### src/rtl/mult_share_arbiter_if.sv
// Handshake and operand bundle between two requesters, a response consumer
// and the shared-multiplier arbiter.
interface mult_share_arbiter_if #(
    parameter int N = 32,
    parameter int K = 64
);
    logic         req0;
    logic [N-1:0] a0;
    logic [N-1:0] b0;
    logic         gnt0;
    logic         req1;
    logic [N-1:0] a1;
    logic [N-1:0] b1;
    logic         gnt1;
    logic         rsp_valid;
    logic         rsp_id;
    logic [K-1:0] rsp_data;
    logic         rsp_ready;
    logic         busy;

    modport master (
        output req0, a0, b0, req1, a1, b1, rsp_ready,
        input  gnt0, gnt1, rsp_valid, rsp_id, rsp_data, busy
    );

    modport slave (
        input  req0, a0, b0, req1, a1, b1, rsp_ready,
        output gnt0, gnt1, rsp_valid, rsp_id, rsp_data, busy
    );
endinterface

### src/rtl/mult_share_arbiter.sv
// Round-robin sharing of one combinational N x N multiplier between two
// requesters. Operands are held for SETTLE cycles before the product is
// captured and returned over a valid/ready response channel.
module mult_share_arbiter #(
    parameter int N      = 32,
    parameter int K      = 64,
    parameter int SETTLE = 2
) (
    input  logic                 clk,
    input  logic                 reset,
    mult_share_arbiter_if.slave  bus
);
    typedef enum logic [1:0] {
        IDLE = 2'd0,
        BUSY = 2'd1,
        DONE = 2'd2
    } state_t;

    state_t       state;
    state_t       state_nxt;
    logic [3:0]   cnt;
    logic         prio;
    logic [N-1:0] op_a;
    logic [N-1:0] op_b;
    logic [K-1:0] product;
    logic         gnt0;
    logic         gnt1;
    logic         busy;
    logic         rsp_valid;
    logic         rsp_id;
    logic [K-1:0] rsp_data;

    // Multiplier array; held at zero while reset is asserted
    always_comb begin
        product = '0;
        if (reset)
            product = K'(op_a) * K'(op_b);
    end

    // State register
    always_ff @(posedge clk or negedge reset) begin
        if (!reset)
            state <= IDLE;
        else
            state <= state_nxt;
    end

    // Next-state: any request in IDLE is always granted to exactly one side
    always_comb begin
        state_nxt = state;
        case (state)
            IDLE:    if (bus.req0 || bus.req1) state_nxt = BUSY;
            BUSY:    if (cnt == 4'd1)          state_nxt = DONE;
            DONE:    if (bus.rsp_ready)        state_nxt = IDLE;
            default:                           state_nxt = IDLE;
        endcase
    end

    // Grants only in IDLE (and never while reset is asserted); prio breaks ties
    always_comb begin
        gnt0 = 1'b0;
        gnt1 = 1'b0;
        busy = (state != IDLE);
        if (state == IDLE && reset) begin
            gnt0 = bus.req0 & (~bus.req1 | ~prio);
            gnt1 = bus.req1 & (~bus.req0 |  prio);
        end
    end

    // Operand latch, settle countdown, product capture and response hold
    always_ff @(posedge clk or negedge reset) begin
        if (!reset) begin
            cnt       <= '0;
            prio      <= 1'b0;
            op_a      <= '0;
            op_b      <= '0;
            rsp_valid <= 1'b0;
            rsp_id    <= 1'b0;
            rsp_data  <= '0;
        end else begin
            case (state)
                IDLE: begin
                    if (gnt0) begin
                        op_a   <= bus.a0;
                        op_b   <= bus.b0;
                        rsp_id <= 1'b0;
                        cnt    <= 4'(SETTLE);
                    end else if (gnt1) begin
                        op_a   <= bus.a1;
                        op_b   <= bus.b1;
                        rsp_id <= 1'b1;
                        cnt    <= 4'(SETTLE);
                    end
                end
                BUSY: begin
                    cnt <= cnt - 4'd1;
                    if (cnt == 4'd1) begin
                        rsp_data  <= product;
                        rsp_valid <= 1'b1;
                    end
                end
                DONE: begin
                    if (bus.rsp_ready) begin
                        rsp_valid <= 1'b0;
                        prio      <= ~rsp_id;
                    end
                end
                default: ;
            endcase
        end
    end

    assign bus.gnt0      = gnt0;
    assign bus.gnt1      = gnt1;
    assign bus.busy      = busy;
    assign bus.rsp_valid = rsp_valid;
    assign bus.rsp_id    = rsp_id;
    assign bus.rsp_data  = rsp_data;
endmodule

### src/flat_wrapper.sv
// flat-port wrapper written by rule: the top's interface ports become plain ports
module mult_share_arbiter_flat 
#(
    parameter int N      = 32,
    parameter int K      = 64,
    parameter int SETTLE = 2
)
  (clk, reset, bus_req0, bus_a0, bus_b0, bus_req1, bus_a1, bus_b1, bus_rsp_ready, bus_gnt0, bus_gnt1, bus_rsp_valid, bus_rsp_id, bus_rsp_data, bus_busy);
  mult_share_arbiter_if #(.N(N), .K(K)) bus_i ();
  input  logic clk;
  input  logic reset;
  input wire logic [$bits(bus_i.req0)-1:0] bus_req0;
  input wire logic [$bits(bus_i.a0)-1:0] bus_a0;
  input wire logic [$bits(bus_i.b0)-1:0] bus_b0;
  input wire logic [$bits(bus_i.req1)-1:0] bus_req1;
  input wire logic [$bits(bus_i.a1)-1:0] bus_a1;
  input wire logic [$bits(bus_i.b1)-1:0] bus_b1;
  input wire logic [$bits(bus_i.rsp_ready)-1:0] bus_rsp_ready;
  output wire logic [$bits(bus_i.gnt0)-1:0] bus_gnt0;
  output wire logic [$bits(bus_i.gnt1)-1:0] bus_gnt1;
  output wire logic [$bits(bus_i.rsp_valid)-1:0] bus_rsp_valid;
  output wire logic [$bits(bus_i.rsp_id)-1:0] bus_rsp_id;
  output wire logic [$bits(bus_i.rsp_data)-1:0] bus_rsp_data;
  output wire logic [$bits(bus_i.busy)-1:0] bus_busy;
  assign bus_i.req0 = bus_req0;
  assign bus_i.a0 = bus_a0;
  assign bus_i.b0 = bus_b0;
  assign bus_i.req1 = bus_req1;
  assign bus_i.a1 = bus_a1;
  assign bus_i.b1 = bus_b1;
  assign bus_i.rsp_ready = bus_rsp_ready;
  assign bus_gnt0 = bus_i.gnt0;
  assign bus_gnt1 = bus_i.gnt1;
  assign bus_rsp_valid = bus_i.rsp_valid;
  assign bus_rsp_id = bus_i.rsp_id;
  assign bus_rsp_data = bus_i.rsp_data;
  assign bus_busy = bus_i.busy;
  mult_share_arbiter #(.N(N), .K(K), .SETTLE(SETTLE)) u_core (.clk(clk), .reset(reset), .bus(bus_i));
endmodule
### config.mk
export PLATFORM = sky130hd
export DESIGN_NAME = mult_share_arbiter_flat
export DESIGN_NICKNAME = d
export VERILOG_FILES = /design/src/rtl/mult_share_arbiter_if.sv /design/src/rtl/mult_share_arbiter.sv /design/src/flat_wrapper.sv
export SDC_FILE = /design/constraint.sdc
export NUM_CORES = 2
export LEC_CHECK = 0
export CORE_ASPECT_RATIO = 1.4
export CORE_UTILIZATION = 30
export DETAILED_ROUTE_END_ITERATION = 12
export DONT_BUFFER_PORTS = 1
export GPL_ROUTABILITY_DRIVEN = 0
export GPL_TIMING_DRIVEN = 0
export PLACE_DENSITY = 0.42
export SYNTH_ARGS = -nofsm -noshare
export SYNTH_HDL_FRONTEND = slang
export SYNTH_SLANG_ARGS = --single-unit
### constraint.sdc
create_clock -name clk -period 18.8 [get_ports clk]
set_input_delay 5.64 -clock clk [delete_from_list [all_inputs] [get_ports clk]]
set_output_delay 5.64 -clock clk [all_outputs]
set_load 0.02 [all_outputs]
==> flow_summary.json <==
{
  "drive_gt1_share_pct": 1.18,
  "clkTransAtPathRegs_ns": 0.07,
  "synth_cell_types": 63,
  "period_minus_slack_ns": 13.83,
  "cts_max_level": 4,
  "synth_edf_count": 0,
  "max_stage_delay_ns": 0.84,
  "setup-violations-final": 0,
  "grt_pass1_vias": 32700,
  "synth_ff_type": "dfrtp_1",
  "drt_iter0_markers": 2084,
  "syn-num-nets": 5583,
  "synth_top_cell_by_area": "fa_1",
  "vias": 30000,
  "die_y_um": 427,
  "cts_setup_buffers": 0,
  "hp-class": "reg2reg",
  "synth-seq-cells": 137,
  "drv_cap": 0,
  "worstHoldStart": "u_core.cnt[3]",
  "clock_skew_ns": 0.0289,
  "endpoint_kind": "output port",
  "cts_hold_buf": 0,
  "core_um2": 128000,
  "cts_resized": 0,
  "rrSetupSlack_ns": 9.25,
  "tightestPinTransition_ns": 1.43,
  "wl_per_cell_um": 29.1,
  "hpwl_um": 147000,
  "drt_pass1_iterations": 6,
  "clk_latency_ns": 0.53,
  "synth-warning-count": 0,
  "grt_start_max_net_pins": 139,
  "antenna_found_initial": 21,
  "wirelength_um": 174000,
  "cts_root_buffer": "clkbuf_16",
  "start_util_pct": 30.4,
  "crit_chain": "clkbuf_1 > nand4_1 > clkbuf_2 > clkbuf_1 > inv_1",
  "critPathBufInv": 4,
  "critPathKind": "in2out",
  "cp_slowest_cell": "nand4_1",
  "cp.arrival_ns": 8.19,
  "die_width_um": 306,
  "io_pins": 202,
  "worstPathMaxFanout": 138,
  "cts.sinks": 137,
  "ant_nets": 0,
  "synth.most_common_cell": "fa_1",
  "syn_area_per_cell_um2": 9.05,
  "area_delta_synth_final_pct": 6.96,
  "yosysSeqAreaShare_pct": 8.84,
  "clock.fmax_ghz": 0.0723,
  "syn_area_um2": 38800,
  "overflow": 0,
  "period_share_pct": 73.6,
  "max_slew_margin_pct": 4.42,
  "final_area_um2": 41500,
  "placed_area_um2": 40900,
  "design.die.area_um2": 131000,
  "critPathMostFrequentCell": "clkbuf_1",
  "netlist.area_leader.share_pct": 46.2,
  "rsz0062_at_grt": "no",
  "status": "finished, final reports clean",
  "critical-path-top-delay-family": "buffers and inverters",
  "yosys-top-cells-count": "896 x fa_1, 857 x inv_1, 676 x nand2_1",
  "cts_made_buffers": 17,
  "portBuffers": 0,
  "grt_usage_pct": 27.2,
  "synthCells": 4289,
  "ys_top_cells_by_area": "fa_1 46%, and2_1 9.5%, dfrtp_1 8.8%",
  "clk_path_buf_depth": 2,
  "maxSlewViolCount": 0,
  "cts_tree": "yes",
  "startpoint_type": "input pin",
  "num_rows": 155,
  "hold_violations": 0,
  "fin_nets": 5602,
  "async_reset_ff_share_pct": 100,
  "required_ns": 13.16,
  "r2r-start": "u_core.op_b[23]",
  "crit_start": "reset",
  "grt_pass1_wl_um": 244000,
  "via_per_inst": 5.02,
  "drc": 0,
  "tns_ns": 0
}
==> registers in the layout (all words and copies together), names as in the netlist <==
name                  flops
u_core.bus.rsp_id         1
u_core.op_b              32
u_core.prio               1
u_core.bus.rsp_valid      1
u_core.state              2
u_core.cnt                4
u_core.bus.rsp_data      64
u_core.op_a              32
==> layout make-up <==
class | count | area [um2]
fill | 13600 | 86300
multi-input combinational | 3032 | 31200
sequential | 137 | 3430
inverter | 857 | 3220
tap | 1648 | 2060
buffer | 263 | 995
clock buffer | 19 | 443
clock inverter | 13 | 181
antenna | 4 | 10.0
==> worst paths after layout <==
check                           cells after the start                 endpoint
worst min register to register                      1            u_core.cnt[3]
max in group asynchronous                           0           u_core.op_a[5]
min in group asynchronous                           0  u_core.bus.rsp_data[60]
worst min-delay path                                1            u_core.cnt[3]
worst max-delay path                                5                 bus_gnt0
worst max register to register                     25  u_core.bus.rsp_data[60]
==> cells by family (layout without fill, tap and decap cells) <==
kind of cell | after synthesis | after routing | synth area share [%]
simple gates | 1461 | 1461 | 18.5
fa+ha+maj | 1161 | 1161 | 54.8
buf+inv | 1120 | 1152 | 10.8
compound gates | 348 | 348 | 5.58
flops | 137 | 137 | 8.84
xor+xnor | 62 | 62 | 1.40
other cells | 0 | 4 | 0
==> cells in the final DEF (no fill, tap or decap), types with 3 or more instances in the layout <==
master	Yosys	final
nand2_1	676	676
o21ai_1	8	8
nor4_1	4	4
inv_1	857	857
o21a_1	8	8
o221ai_1	3	3
and2_1	592	592
nor2_1	99	99
a41oi_1	3	3
a21oi_1	74	74
o21bai_1	9	9
bufinv_16	0	3
diode_2	0	4
ha_1	265	265
a21oi_2	3	3
a211oi_1	4	4
nand3_1	15	15
inv_6	0	4
clkinv_4	0	3
clkbuf_2	3	5
and3_1	5	5
nor2b_1	9	9
dfrtp_1	137	137
o31ai_1	7	7
clkbuf_16	0	17
a21o_1	45	45
buf_1	4	4
o21ai_0	87	87
xnor2_1	32	32
nand4_1	26	26
xor2_1	30	30
nor3_1	16	16
fa_1	896	896
nand2b_1	5	5
clkbuf_1	255	254
a31oi_1	73	73
==> worst register-to-register path: cells and delay by family (launching register included) <==
kind,cells,cell delay [ns]
and+or+nand+nor,1,0.23
buffers and inverters,5,1.46
DFF,1,0.67
adders and majority gates,9,4.58
xor gates and xnor gates,1,0.19
AOI/OAI and AO/OA,9,2.28
==> through the flow <==
| stage | setup slack, ns | util (%) | instances | hold WS [ns] |
|---|---|---|---|---|
| after global placement | 4.71 | 32.0 | 5937 | 0.497 |
| after detailed placement | 5.02 | 32.0 | 5937 | 0.503 |
| after CTS | 5.02 | 32.5 | 5969 | 0.514 |
| after global routing | 4.94 | 32.5 | 5969 | 0.561 |
| final | 4.97 | 32.5 | 5973 | 0.500 |
| after floorplan | 6.49 | - | 4289 | 0.457 |
==> layer usage <==
metal / vias to the layer above / GRT usage [%] / routed length (um)
met5: - / 0 / 15
met4: 2 / 21.8 / 16300
met3: 338 / 2.33 / 6910
met2: 1021 / 48.2 / 87800
met1: 15900 / 29.9 / 62500
li1: 12700 / - / -
Power is left out: the tool's default activity adds up to more than one toggle a clock period on the data nets, which glitch-free logic cannot reach.
